==> config.mk <==
export PLATFORM = sky130hd
export DESIGN_NAME = morse_keyer
export DESIGN_NICKNAME = d
export VERILOG_FILES = /design/src/rtl/morse_pkg.sv /design/src/rtl/morse_debounce.sv /design/src/rtl/morse_keyer.sv
export SDC_FILE = /design/constraint.sdc
export NUM_CORES = 1
export LEC_CHECK = 0
export BUFFER_PORTS_ARGS = -buffer_cell sky130_fd_sc_hd__clkbuf_2
export CAP_MARGIN = 20
export CORE_ASPECT_RATIO = 0.5
export CORE_MARGIN = 2
export CORE_UTILIZATION = 59
export DETAILED_ROUTE_END_ITERATION = 12
export PLACE_DENSITY_LB_ADDON = 0.25
export SYNTH_ARGS = -nofsm -noshare
export SYNTH_HDL_FRONTEND = slang
export SYNTH_SLANG_ARGS = --single-unit
==> constraint.sdc <==
create_clock -name CLKin -period 4 [get_ports CLKin]
set_clock_uncertainty 0.15 [all_clocks]
set_input_delay 0.6 -clock CLKin [delete_from_list [all_inputs] [get_ports CLKin]]
set_output_delay 0.6 -clock CLKin [all_outputs]
set_load 0.005 [all_outputs]
==> src/rtl/morse_pkg.sv <==
// Shared types and constants for the Morse key front-end.
package morse_pkg;

    typedef enum logic [1:0] {
        IDLE  = 2'd0,
        PRESS = 2'd1,
        GAP   = 2'd2
    } state_e;

    localparam int   MAX_SYMS = 4;
    localparam logic SYM_DOT  = 1'b0;
    localparam logic SYM_DASH = 1'b1;
    localparam int   LEN_W    = 3;

endpackage

==> src/rtl/morse_debounce.sv <==
// Two-flop synchroniser followed by a stability counter; the output only
// follows the input after DEBOUNCE_CYC consecutive disagreeing samples.
module morse_debounce #(
    parameter int DEBOUNCE_CYC = 1000,
    parameter int CNT_W        = 16
) (
    input  logic CLKin,
    input  logic RSTn,
    input  logic raw,
    output logic stable
);

    localparam logic [CNT_W-1:0] LAST = CNT_W'(DEBOUNCE_CYC - 1);

    logic             sync1_q, sync2_q;
    logic             stable_q, stable_d;
    logic [CNT_W-1:0] cnt_q, cnt_d;

    always_ff @(posedge CLKin or negedge RSTn) begin
        if (!RSTn) begin
            sync1_q <= 1'b0;
            sync2_q <= 1'b0;
        end else begin
            sync1_q <= raw;
            sync2_q <= sync1_q;
        end
    end

    // Any agreeing sample restarts the count, so bounces never accumulate.
    always_comb begin
        stable_d = stable_q;
        cnt_d    = '0;
        if (sync2_q != stable_q) begin
            if (cnt_q == LAST) begin
                stable_d = ~stable_q;
            end else begin
                cnt_d = cnt_q + 1'b1;
            end
        end
    end

    always_ff @(posedge CLKin or negedge RSTn) begin
        if (!RSTn) begin
            stable_q <= 1'b0;
            cnt_q    <= '0;
        end else begin
            stable_q <= stable_d;
            cnt_q    <= cnt_d;
        end
    end

    assign stable = stable_q;

endmodule

==> src/rtl/morse_keyer.sv <==
// Morse key front-end: debounced key, dot/dash classification by press
// length, and end-of-letter detection by release length.
module morse_keyer
    import morse_pkg::*;
#(
    parameter int DEBOUNCE_CYC = 1000,
    parameter int DASH_CYC     = 3000,
    parameter int GAP_CYC      = 6000,
    parameter int CNT_W        = 16
) (
    input  logic             CLKin,
    input  logic             RSTn,
    input  logic             key_in,
    output logic             sym_valid,
    output logic             sym_dash,
    output logic             letter_end,
    output logic [LEN_W-1:0] letter_len,
    output logic             overflow
);

    localparam logic [CNT_W-1:0] DASH_T = CNT_W'(DASH_CYC);
    localparam logic [CNT_W-1:0] GAP_T  = CNT_W'(GAP_CYC);
    localparam logic [LEN_W-1:0] MAX_T  = LEN_W'(MAX_SYMS);

    logic key_db;

    morse_debounce #(
        .DEBOUNCE_CYC (DEBOUNCE_CYC),
        .CNT_W        (CNT_W)
    ) u_db (
        .CLKin  (CLKin),
        .RSTn   (RSTn),
        .raw    (key_in),
        .stable (key_db)
    );

    state_e           state_q, state_d;
    logic [CNT_W-1:0] press_q, press_d;
    logic [CNT_W-1:0] gap_q, gap_d;
    logic [LEN_W-1:0] sym_cnt_q, sym_cnt_d;
    logic             sym_valid_q, sym_valid_d;
    logic             sym_dash_q, sym_dash_d;
    logic             letter_end_q, letter_end_d;
    logic [LEN_W-1:0] letter_len_q, letter_len_d;
    logic             overflow_q, overflow_d;

    always_comb begin
        state_d      = state_q;
        press_d      = press_q;
        gap_d        = gap_q;
        sym_cnt_d    = sym_cnt_q;
        sym_valid_d  = 1'b0;
        sym_dash_d   = SYM_DOT;
        letter_end_d = 1'b0;
        letter_len_d = '0;
        overflow_d   = 1'b0;
        unique case (state_q)
            IDLE: begin
                sym_cnt_d = '0;
                if (key_db) begin
                    press_d = CNT_W'(1);
                    state_d = PRESS;
                end
            end
            PRESS: begin
                if (key_db) begin
                    if (press_q != '1) press_d = press_q + 1'b1;
                end else begin
                    if (sym_cnt_q < MAX_T) begin
                        sym_valid_d = 1'b1;
                        sym_dash_d  = (press_q >= DASH_T) ? SYM_DASH : SYM_DOT;
                        sym_cnt_d   = sym_cnt_q + 1'b1;
                    end else begin
                        overflow_d  = 1'b1;
                    end
                    gap_d   = CNT_W'(1);
                    state_d = GAP;
                end
            end
            GAP: begin
                // Timeout wins over a coinciding press; that press then opens
                // the next letter directly so its length is not short by one.
                if (gap_q == GAP_T) begin
                    letter_end_d = 1'b1;
                    letter_len_d = sym_cnt_q;
                    sym_cnt_d    = '0;
                    if (key_db) begin
                        press_d = CNT_W'(1);
                        state_d = PRESS;
                    end else begin
                        state_d = IDLE;
                    end
                end else if (key_db) begin
                    press_d = CNT_W'(1);
                    state_d = PRESS;
                end else begin
                    gap_d = gap_q + 1'b1;
                end
            end
            default: state_d = IDLE;
        endcase
    end

    always_ff @(posedge CLKin or negedge RSTn) begin
        if (!RSTn) begin
            state_q      <= IDLE;
            press_q      <= '0;
            gap_q        <= '0;
            sym_cnt_q    <= '0;
            sym_valid_q  <= 1'b0;
            sym_dash_q   <= 1'b0;
            letter_end_q <= 1'b0;
            letter_len_q <= '0;
            overflow_q   <= 1'b0;
        end else begin
            state_q      <= state_d;
            press_q      <= press_d;
            gap_q        <= gap_d;
            sym_cnt_q    <= sym_cnt_d;
            sym_valid_q  <= sym_valid_d;
            sym_dash_q   <= sym_dash_d;
            letter_end_q <= letter_end_d;
            letter_len_q <= letter_len_d;
            overflow_q   <= overflow_d;
        end
    end

    assign sym_valid  = sym_valid_q;
    assign sym_dash   = sym_dash_q;
    assign letter_end = letter_end_q;
    assign letter_len = letter_len_q;
    assign overflow   = overflow_q;

endmodule

==> results of run 1 <==
kinds of logic after synthesis:
logic type / count (synthesis) / synth area share (%)
XOR/XNOR: 33 / 8.86
buffers and inverters: 21 / 3.03
adder cells (fa/ha/maj): 6 / 2.30
multiplexers: 1 / 0.345
flip-flops: 63 / 48.3
AND/OR/NAND/NOR: 163 / 28.1
AO/OA/AOI/OAI: 44 / 9.01
worst max-delay path, stage by stage, from the launching register on:
cell     delay, ns
dfrtp_1       0.45
inv_1         0.09
ha_1          0.15
or3b_2        0.47
nor4_4        0.47
or2_1         0.28
xor2_1        0.20
nor2_1        0.07
synth_stat cells (2+ instances only):
| cell | count |
|---|---|
| nor4_4 | 3 |
| clkbuf_1 | 7 |
| o21ai_1 | 10 |
| o211ai_1 | 4 |
| nand2_1 | 31 |
| nor3b_1 | 2 |
| and2_1 | 3 |
| nand4_1 | 7 |
| a31oi_1 | 7 |
| buf_4 | 3 |
| nor3_1 | 7 |
| o31a_1 | 2 |
| o21ai_0 | 3 |
| nor2_1 | 44 |
| xnor2_1 | 16 |
| xor2_1 | 17 |
| and4_1 | 4 |
| ha_1 | 6 |
| nand3_1 | 17 |
| o31ai_1 | 5 |
| dfrtp_1 | 63 |
| nand4b_1 | 3 |
| nand2b_1 | 3 |
| nor2b_1 | 5 |
| or3_1 | 2 |
| nor4_1 | 11 |
| a21oi_1 | 5 |
| and3_1 | 8 |
| inv_1 | 9 |
final cells by class:
cell class	count	share of cell area, %
Clock buffer	12	4.61
Tap cell	73	2.55
Sequential cell	63	44.0
Inverter	9	0.944
Clock inverter	3	1.82
Timing Repair Buffer	11	1.68
Multi-Input combinational cell	247	44.4
worst max-delay path by stage:
| stage | end | start |
|---|---|---|
| 6_report | gap_q[2]$_DFFE_PN0P_ | gap_q[0]$_DFFE_PN0P_ |
| 5_1_grt | gap_q[2]$_DFFE_PN0P_ | gap_q[1]$_DFFE_PN0P_ |
| 4_1_cts | gap_q[2]$_DFFE_PN0P_ | gap_q[0]$_DFFE_PN0P_ |
| 3_5_place_dp | gap_q[2]$_DFFE_PN0P_ | gap_q[0]$_DFFE_PN0P_ |
| 3_3_place_gp | gap_q[2]$_DFFE_PN0P_ | gap_q[0]$_DFFE_PN0P_ |
| 2_1_floorplan | gap_q[7]$_DFFE_PN0P_ | gap_q[0]$_DFFE_PN0P_ |
metrics by stage:
| stage | total power, mW | utilization [%] | hold WS [ns] | instance area (µm²) |
|---|---|---|---|---|
| floorplan | 0.660 | - | 0.154 | 3260 |
| global placement | 0.676 | 62.1 | 0.186 | 3350 |
| detailed placement | 0.677 | 62.1 | 0.189 | 3350 |
| CTS | 1.32 | 66.3 | 0.0884 | 3580 |
| global route | 1.35 | 66.3 | 0.118 | 3580 |
| finish | 1.30 | 66.3 | 0.0944 | 3580 |
sequential cells by signal (all words and copies together), names as in the netlist:
name          flops
state_q           2
u_db.sync1_q      1
press_q          16
overflow          1
u_db.sync2_q      1
gap_q            16
letter_end        1
u_db.cnt_q       16
sym_cnt_q         3
sym_valid         1
u_db.stable       1
letter_len        3
sym_dash          1
power groups by stage:
stage	Combinational, mW	Sequential (mW)	Clock, mW
after CTS	0.0219	0.643	0.651
after floorplan	0.00571	0.654	0
final	0.0206	0.643	0.633
after detailed placement	0.0218	0.655	0
after global routing	0.0246	0.643	0.681
after global placement	0.0212	0.655	0
layer usage:
layer  global-route usage [%]  part of all wire (%)  routed length [µm]  vias up
li1                         -                     -                   -     1188
met1                     29.6                    46                2890     1165
met2                     40.0                    48                3040       70
met3                     9.41                   5.0                 315        7
met4                     6.87                  0.73                  46        0
met5                        0                     0                   0        -
cells in the final DEF (no fill, tap or decap), types with 2 or more instances in the layout:
| cell type | Yosys | final |
|---|---|---|
| o21ai_0 | 3 | 3 |
| nand3_1 | 17 | 17 |
| nand2b_1 | 3 | 3 |
| nor4_1 | 11 | 11 |
| buf_4 | 3 | 2 |
| nor4_4 | 3 | 3 |
| nor3_1 | 7 | 7 |
| nor2b_1 | 5 | 5 |
| and4_1 | 4 | 4 |
| nor2_1 | 44 | 44 |
| xor2_1 | 17 | 17 |
| nand4_1 | 7 | 7 |
| and2_1 | 3 | 3 |
| o211ai_1 | 4 | 4 |
| a21oi_1 | 5 | 5 |
| nor3b_1 | 2 | 2 |
| bufinv_16 | 0 | 2 |
| or3_1 | 2 | 2 |
| nand4b_1 | 3 | 3 |
| ha_1 | 6 | 6 |
| o31ai_1 | 5 | 5 |
| nand2_1 | 31 | 31 |
| dfrtp_1 | 63 | 63 |
| inv_1 | 9 | 9 |
| a31oi_1 | 7 | 7 |
| o31a_1 | 2 | 2 |
| o21ai_1 | 10 | 10 |
| clkbuf_2 | 0 | 9 |
| and3_1 | 8 | 8 |
| xnor2_1 | 16 | 16 |
| clkbuf_8 | 0 | 12 |
==> results.cfg, run 1 <==
[finish]
drive_gt1_share_pct = 11.9
seq_area_mm2 = 0.00158
nFillCells = 444
multiInputGateArea_mm2 = 0.00159
num_antenna_cells = 0
nets = 350
area_delta_synth_final_pct = 9.70
fin_cells = 418

[route]
vias_per_cell = 5.81
post_drt_wl_per_cell_um = 15.1
ant_nets = 0
drt_iter0_drc = 141
drt_wl_total_mm = 6.30
drtPass1Iterations = 4
via_count = 2430
drc = 0

[floorplan]
num_rows = 19
die_h_um = 56.6
io_pins = 10
fp.dieW_um = 109
die-area_mm2 = 0.00618
core_mm2 = 0.00540
initial_core_util_pct = 60.5

[critical_path]
cp-start-kind = register
r2r_setup_slack_ns = 1.51
r2r_cells = 7
path_class = reg -> reg
cp_max_fo = 12
cp-end-kind = register
arrival_ns = 2.52
worstPathRequired_ns = 4.03
timing.rr.end = gap_q[2]$_DFFE_PN0P_
worstReg2RegStart = gap_q[0]$_DFFE_PN0P_

[power_and_ir_drop]
combPwrFrac_pct = 1.6
power.density_mw_per_mm2 = 362
vdd.ir_drop.worst_uv = 278
pwr-share-clk_pct = 48.8
intPower_mw = 1.04
p_switching_mw = 0.254
p_leak_nw = 1.59
pwr-share-seq_pct = 49.6
sw_frac_of_total_pct = 19.6

[sta]
fin_setup_tns_ns = 0
finalHoldViolCount = 0
slew_viol_final = 0
maxSlewHeadroom_pct = 44.0
layout_setup_ws_ns = 1.51
rsz0062_at_grt = no
fin_crit_ns = 2.49
worst-slew-pin-transition_ns = 0.839
fin_crit_sh_pct = 62.3
setup_viol_count_final = 0
fmax_mhz = 402

[clocking]
cts_buffers = 9
ctsHoldBuffers = 0
worstSkewPairLatency_ns = 0.34
postCtsSetupBuffers = 0
cts_root_buf = clkbuf_8
cts.sinks = 63
cts_max_level = 3
post_cts_resized = 0
clk_pin_slew_worst_paths_ns = 0.07
cts_buffer_depth = 2
cts_tree = yes

[yosys]
synth.area.top_cells = dfrtp_1 48%, nor2_1 5.1%, xor2_1 4.6%, xnor2_1 4.3%, nand2_1 3.6%
synth_area_mm2 = 0.00326
yosys_warnings = 0
synth_area_leader_cell = dfrtp_1
synth_flop_cell = dfrtp_1
synthCells = 331
syn_avg_cell_area_um2 = 9.86
synth_edf_count = 0
synthesis.nets = 340
synth-seq-cells = 63
yosysTopAreaCellShare_pct = 48.3
synth-async-reset-ratio_pct = 100
synth.distinct_cells = 53
yosysSeqAreaShare_pct = 48.3

[global_route]
antenna_found_initial = 0
grt_pass1_wl_mm = 11.4
gr-usage-all-layers_pct = 24.2
grt_overflow = 0
grt_pass1_vias = 2486
grt_start_max_net_pins = 24

[min_path]
hold_class = in -> async

[flow_run]
max_cap_viol_count = 0

[place]
dp.cells = 403
dpl_worst_slack_ns = 1.59
io_buffers = 9
place.gp.congestion = 0.933
dp_hpwl_mm = 4.45

[outcome]
outcome = complete, no violations
Power figures use the tool's default switching activity.
==> run 2: changes to the inputs <==
- ABC_AREA: unset -> 1
- CORE_UTILIZATION: 59 -> 56
- clock period: 4 -> 2 ns (I/O delays scaled with it)
==> results.cfg, run 2 <==
[clocking]
cts_buffer_depth = 2
worstSkewPairLatency_ns = 0.33
cts_tree = yes
cts_max_level = 3
clk_pin_slew_worst_paths_ns = 0.05
cts.sinks = 63
cts_buffers = 9
cts_root_buf = clkbuf_16

[route]
drtPass1Iterations = 6
vias_per_cell = 5.27
post_drt_wl_per_cell_um = 12.7
via_count = 3281
ant_nets = 0
drt_wl_total_mm = 7.91
drc = 0
drt_iter0_drc = 262

[outcome]
outcome = complete, no violations

[critical_path]
worstReg2RegStart = press_q[0]$_DFFE_PN0P_
worstPathRequired_ns = 2.11
r2r_setup_slack_ns = 0.24
r2r_cells = 10
arrival_ns = 1.87
timing.rr.end = press_q[11]$_DFFE_PN0P_
cp_max_fo = 14
cp-start-kind = register
path_class = reg -> reg
cp-end-kind = register

[floorplan]
core_mm2 = 0.00618
die-area_mm2 = 0.00721
die_h_um = 61.0
initial_core_util_pct = 59.0
io_pins = 10
num_rows = 20
fp.dieW_um = 118

[global_route]
grt_overflow = 0
antenna_found_initial = 0
grt_pass1_vias = 3012
gr-usage-all-layers_pct = 24.7
grt_start_max_net_pins = 36
grt_pass1_wl_mm = 13.8

[finish]
top_regs = gap_q: 16 flops, press_q: 16 flops, u_db.cnt_q: 16 flops
drive_gt1_share_pct = 8.79
fin_area_mm2 = 0.00412
nets = 539
area_delta_synth_final_pct = 13.1
final_cell_mix = 150 x nand2_1, 78 x nor2_1, 62 x dfrtp_1, 55 x inv_1, 47 x nand3_1
num_antenna_cells = 0
final_common_cell = nand2_1

[yosys]
yosysTopAreaCellShare_pct = 43.3
synth_area_leader_cell = dfrtp_1
synth_edf_count = 0
yosys_warnings = 0
synth-seq-cells = 63
synth.area.top_cells = dfrtp_1 43%, nand2_1 15%, nor2_1 8.0%, nand3_1 6.5%, inv_1 5.7%
syn_avg_cell_area_um2 = 7.16
synthesis.nets = 518
synth_flop_cell = dfrtp_1
synth_area_mm2 = 0.00364
synth.most_common_cell = nand2_1
synth-async-reset-ratio_pct = 100
yosysSeqAreaShare_pct = 43.3
synth.distinct_cells = 31
ys_top_cells_by_count = 150 x nand2_1, 78 x nor2_1, 63 x dfrtp_1
synthCells = 509

[place]
place.gp.congestion = 0.886
dp_hpwl_mm = 5.56
io_buffers = 9
dpl_cell_area_mm2 = 0.00381

[sta]
fmax_mhz = 568
fin_crit_ns = 1.76
fin_crit_sh_pct = 88.1
slew_viol_final = 0
finalHoldViolCount = 0
rsz0062_at_grt = no
maxSlewHeadroom_pct = 62.8
fin_setup_tns_ns = 0
worst-slew-pin-transition_ns = 0.554
setup_viol_count_final = 0

[power_and_ir_drop]
p_leak_nw = 1.84
power.density_mw_per_mm2 = 696
vdd.ir_drop.worst_uv = 442

[min_path]
hold_class = reg -> reg
hold-path-cell-count = 0
hold_start = u_db.sync1_q$_DFF_PN0_
min_to = u_db.sync2_q$_DFF_PN0_

[flow_run]
max_cap_viol_count = 0
[run 2: area by class of cell]
type / count / area (µm²)
clock inverters: 4 / 45.0
clock buffers: 12 / 246
fillers: 562 / 2060
inverters: 60 / 225
well taps: 88 / 110
flip-flops and latches: 63 / 1580
repair buffers: 19 / 138
multi-input cells: 377 / 1780
[run 2: what timing repair did]
| action | in CTS | in global routing |
|---|---|---|
| buffers inserted | 0 | 0 |
| hold buffers | 2 | 0 |
| hold endpoints to repair | 22 | 0 |
| endpoints found under the setup margin | 0 | 8 |
| gates resized for setup | 0 | 2 |
[run 2: how the worst max path moves through the flow]
stage | slack, ns | to | start | depth (start not counted)
global placement | 0.27 | press_q[14]$_DFFE_PN0P_ | press_q[0]$_DFFE_PN0P_ | 9
global route | 0.004 | press_q[14]$_DFFE_PN0P_ | press_q[0]$_DFFE_PN0P_ | 10
CTS | 0.18 | press_q[15]$_DFFE_PN0P_ | press_q[1]$_DFFE_PN0P_ | 9
floorplan | 0.35 | press_q[5]$_DFFE_PN0P_ | press_q[0]$_DFFE_PN0P_ | 10
detailed placement | 0.19 | press_q[15]$_DFFE_PN0P_ | press_q[1]$_DFFE_PN0P_ | 9
finish | 0.24 | press_q[11]$_DFFE_PN0P_ | press_q[0]$_DFFE_PN0P_ | 10
[run 2: cells by family after synthesis]
kind of cell    Yosys count  share of synthesized area (%)
simple gates            317                           37.1
buf+inv                  69                           7.93
flops                    63                           43.3
compound gates           37                           5.60
xor+xnor                 17                           4.09
fa+ha+maj                 6                           2.06
[run 2: worst max-delay path, cell delays in order (launching register included)]
cell     delay [ns]
dfrtp_1        0.40
ha_2           0.23
nand2_1        0.09
nor2_1         0.10
nand2_1        0.10
nor2_2         0.11
nand3_1        0.09
nand2_2        0.08
buf_4          0.19
nand2_1        0.08
o21ai_2        0.06
[run 2: per-stage QoR]
| stage | hold WS (ns) | util, % | setup slack, ns | total power, mW | cells |
|---|---|---|---|---|---|
| 2_1_floorplan | -0.146 | - | 0.348 | 1.32 | 509 |
| 3_3_place_gp | 0.168 | 61.6 | 0.274 | 1.36 | 605 |
| 3_5_place_dp | 0.174 | 61.6 | 0.193 | 1.36 | 605 |
| 4_1_cts | 0.226 | 66.7 | 0.184 | 2.91 | 623 |
| 5_1_grt | 0.242 | 66.7 | 0.00380 | 2.97 | 623 |
| 6_report | 0.229 | 66.7 | 0.238 | 2.87 | 623 |
[run 2: power by group]
group | total [mW] | switching, mW | internal (mW)
clock network | 1.53 | 0.542 | 0.991
registers | 1.29 | 0.00527 | 1.28
logic | 0.0507 | 0.0366 | 0.0140
total | 2.87 | 0.584 | 2.29
[run 2: metal layers]
| layer | up-vias | global-route usage [%] | wire length, µm |
|---|---|---|---|
| li1 | 1662 | - | - |
| met1 | 1533 | 32.1 | 3820 |
| met2 | 76 | 40.9 | 3620 |
| met3 | 10 | 7.13 | 386 |
| met4 | 0 | 8.78 | 80 |
| met5 | - | 0 | 0 |
==> run 3: changes to the inputs <==
- REMOVE_ABC_BUFFERS: unset -> 1
==> results.cfg, run 3 (synthesis results as in run 2) <==
[clocking]
cts_buffer_depth = 2
cts_max_level = 3
clk_pin_slew_worst_paths_ns = 0.05
cts_tree = yes
cts.sinks = 63
postCtsSetupBuffers = 0
worstSkewPairLatency_ns = 0.33
cts_root_buf = clkbuf_16
cts_buffers = 9

[critical_path]
crit_chain = ha_2 -> nand2_1 -> nor2_1 -> nand2_1 -> nor2_2 -> nand3_1 -> nand2_2 -> inv_1 -> nand2_1 -> nand2_1
worstReg2RegStart = press_q[0]$_DFFE_PN0P_
cp-start-kind = register
cp-startpoint = press_q[0]$_DFFE_PN0P_
arrival_ns = 1.87
cpPeakStageDelay_ns = 0.40
crit_slowest_cell = dfrtp_1
crit_top_cell = nand2_1
timing.rr.end = press_q[8]$_DFFE_PN0P_
cp_max_fo = 7
r2r_cells = 10
path_class = reg -> reg
cp-end-kind = register
r2r_setup_slack_ns = 0.19
worstPathRequired_ns = 2.06

[route]
routed-wl-met2_mm = 3.56
via_count = 3234
drt_wl_total_mm = 7.52
drtPass1Iterations = 4
vias_per_cell = 5.21
top_layer = met4
post_drt_wl_per_cell_um = 12.1
drt_iter0_drc = 196
wl_met3_um = 414
ant_nets = 0
wl_met1_mm = 3.46
drc = 0

[global_route]
grt_start_max_net_pins = 64
grt_overflow = 0
grt_pass1_wl_mm = 12.9
antenna_found_initial = 0
grt_pass1_vias = 2983
gr-usage-all-layers_pct = 23.0

[finish]
top_regs = gap_q: 16 flops, press_q: 16 flops, u_db.cnt_q: 16 flops
drive_gt1_share_pct = 7.88
nets = 538
fin_cells = 621
area_delta_synth_final_pct = 12.0
final_cell_mix = 150 x nand2_1, 78 x nor2_1, 63 x dfrtp_1, 55 x inv_1, 47 x nand3_1
final_common_cell = nand2_1
num_antenna_cells = 0

[floorplan]
die-area_mm2 = 0.00721
core_mm2 = 0.00618
fp.dieW_um = 118
io_pins = 10
initial_core_util_pct = 59.0
num_rows = 20
die_h_um = 61.0

[place]
dp.cells = 604
dp_hpwl_mm = 5.33
io_buffers = 9
place.gp.congestion = 0.894

[power_and_ir_drop]
vdd.ir_drop.worst_uv = 390
p_leak_nw = 1.82
power.density_mw_per_mm2 = 662
p_total_mw = 2.70

[min_path]
min_to = u_db.sync2_q$_DFF_PN0_
hold_start = u_db.sync1_q$_DFF_PN0_
hold_class = reg -> reg
hold-path-cell-count = 0

[sta]
fmax_mhz = 553
worst-slew-pin-transition_ns = 0.535
rsz0062_at_grt = no
fin_setup_tns_ns = 0
setup_viol_count_final = 0
maxSlewHeadroom_pct = 64.1
fin_crit_ns = 1.81
slew_viol_final = 0
fin_crit_sh_pct = 90.5
finalHoldViolCount = 0

[flow_run]
max_cap_viol_count = 0

[outcome]
outcome = complete, no violations
## run 3: cell types whose count changed in the layout (fill, tap and decap cells not counted)
| cell | previous run | this run |
|---|---|---|
| dfrtp_2 | 1 | 0 |
| buf_4 | 7 | 6 |
| clkbuf_1 | 2 | 4 |
| clkinv_2 | 3 | 1 |
| bufinv_16 | 1 | 0 |
| dfrtp_1 | 62 | 63 |
## run 3: layer usage
layer | GRT usage, % | vias to the layer above
met1 | 27.3 | 1497
met5 | 0 | -
met3 | 7.04 | 12
met4 | 8.26 | 0
li1 | - | 1668
met2 | 41.3 | 57
## run 3: layout make-up
type,count,area (µm²)
Fill cell,548,2100
Multi-Input combinational cell,377,1780
Sequential cell,63,1580
Clock buffer,14,254
Inverter,60,225
Timing Repair Buffer,18,130
Tap cell,88,110
Clock inverter,1,5.00
## run 3: critical path, delay by kind of cell, from the launching register on
kind                     cells  cell delay (ns)
flip-flops                   1             0.40
buffers and inverters        1             0.13
adder cells (fa/ha/maj)      1             0.23
AND/OR/NAND/NOR              8             0.76
## run 3: worst max-delay path by stage
stage	slack, ns	to	cells past startpoint
final	0.19	press_q[8]$_DFFE_PN0P_	10
after detailed placement	0.20	press_q[15]$_DFFE_PN0P_	9
after global placement	0.28	press_q[15]$_DFFE_PN0P_	9
after floorplan	0.08	gap_q[2]$_DFFE_PN0P_	8
after CTS	0.19	press_q[14]$_DFFE_PN0P_	9
after global routing	0.03	press_q[14]$_DFFE_PN0P_	9
## run 3: through the flow
stage | hold slack (ns) | setup slack (ns) | util (%) | cell area, µm²
global route | 0.203 | 0.0287 | 66.1 | 4080
finish | 0.196 | 0.191 | 66.1 | 4080
detailed placement | 0.186 | 0.197 | 61.5 | 3800
floorplan | -0.146 | 0.0767 | - | 3580
global placement | 0.183 | 0.284 | 61.5 | 3800
CTS | 0.201 | 0.193 | 66.0 | 4080
## run 3: timing repair
item / in CTS / in global routing
gates resized for setup: 0 / 1
hold endpoints to repair: 64 / 0
hold buffers: 2 / 0
endpoints found under the setup margin: 0 / 1
## run 3: where the power goes
part	internal [mW]	switching, mW
Sequential	1.28	0.00451
Clock	0.862	0.506
Combinational	0.0129	0.0351
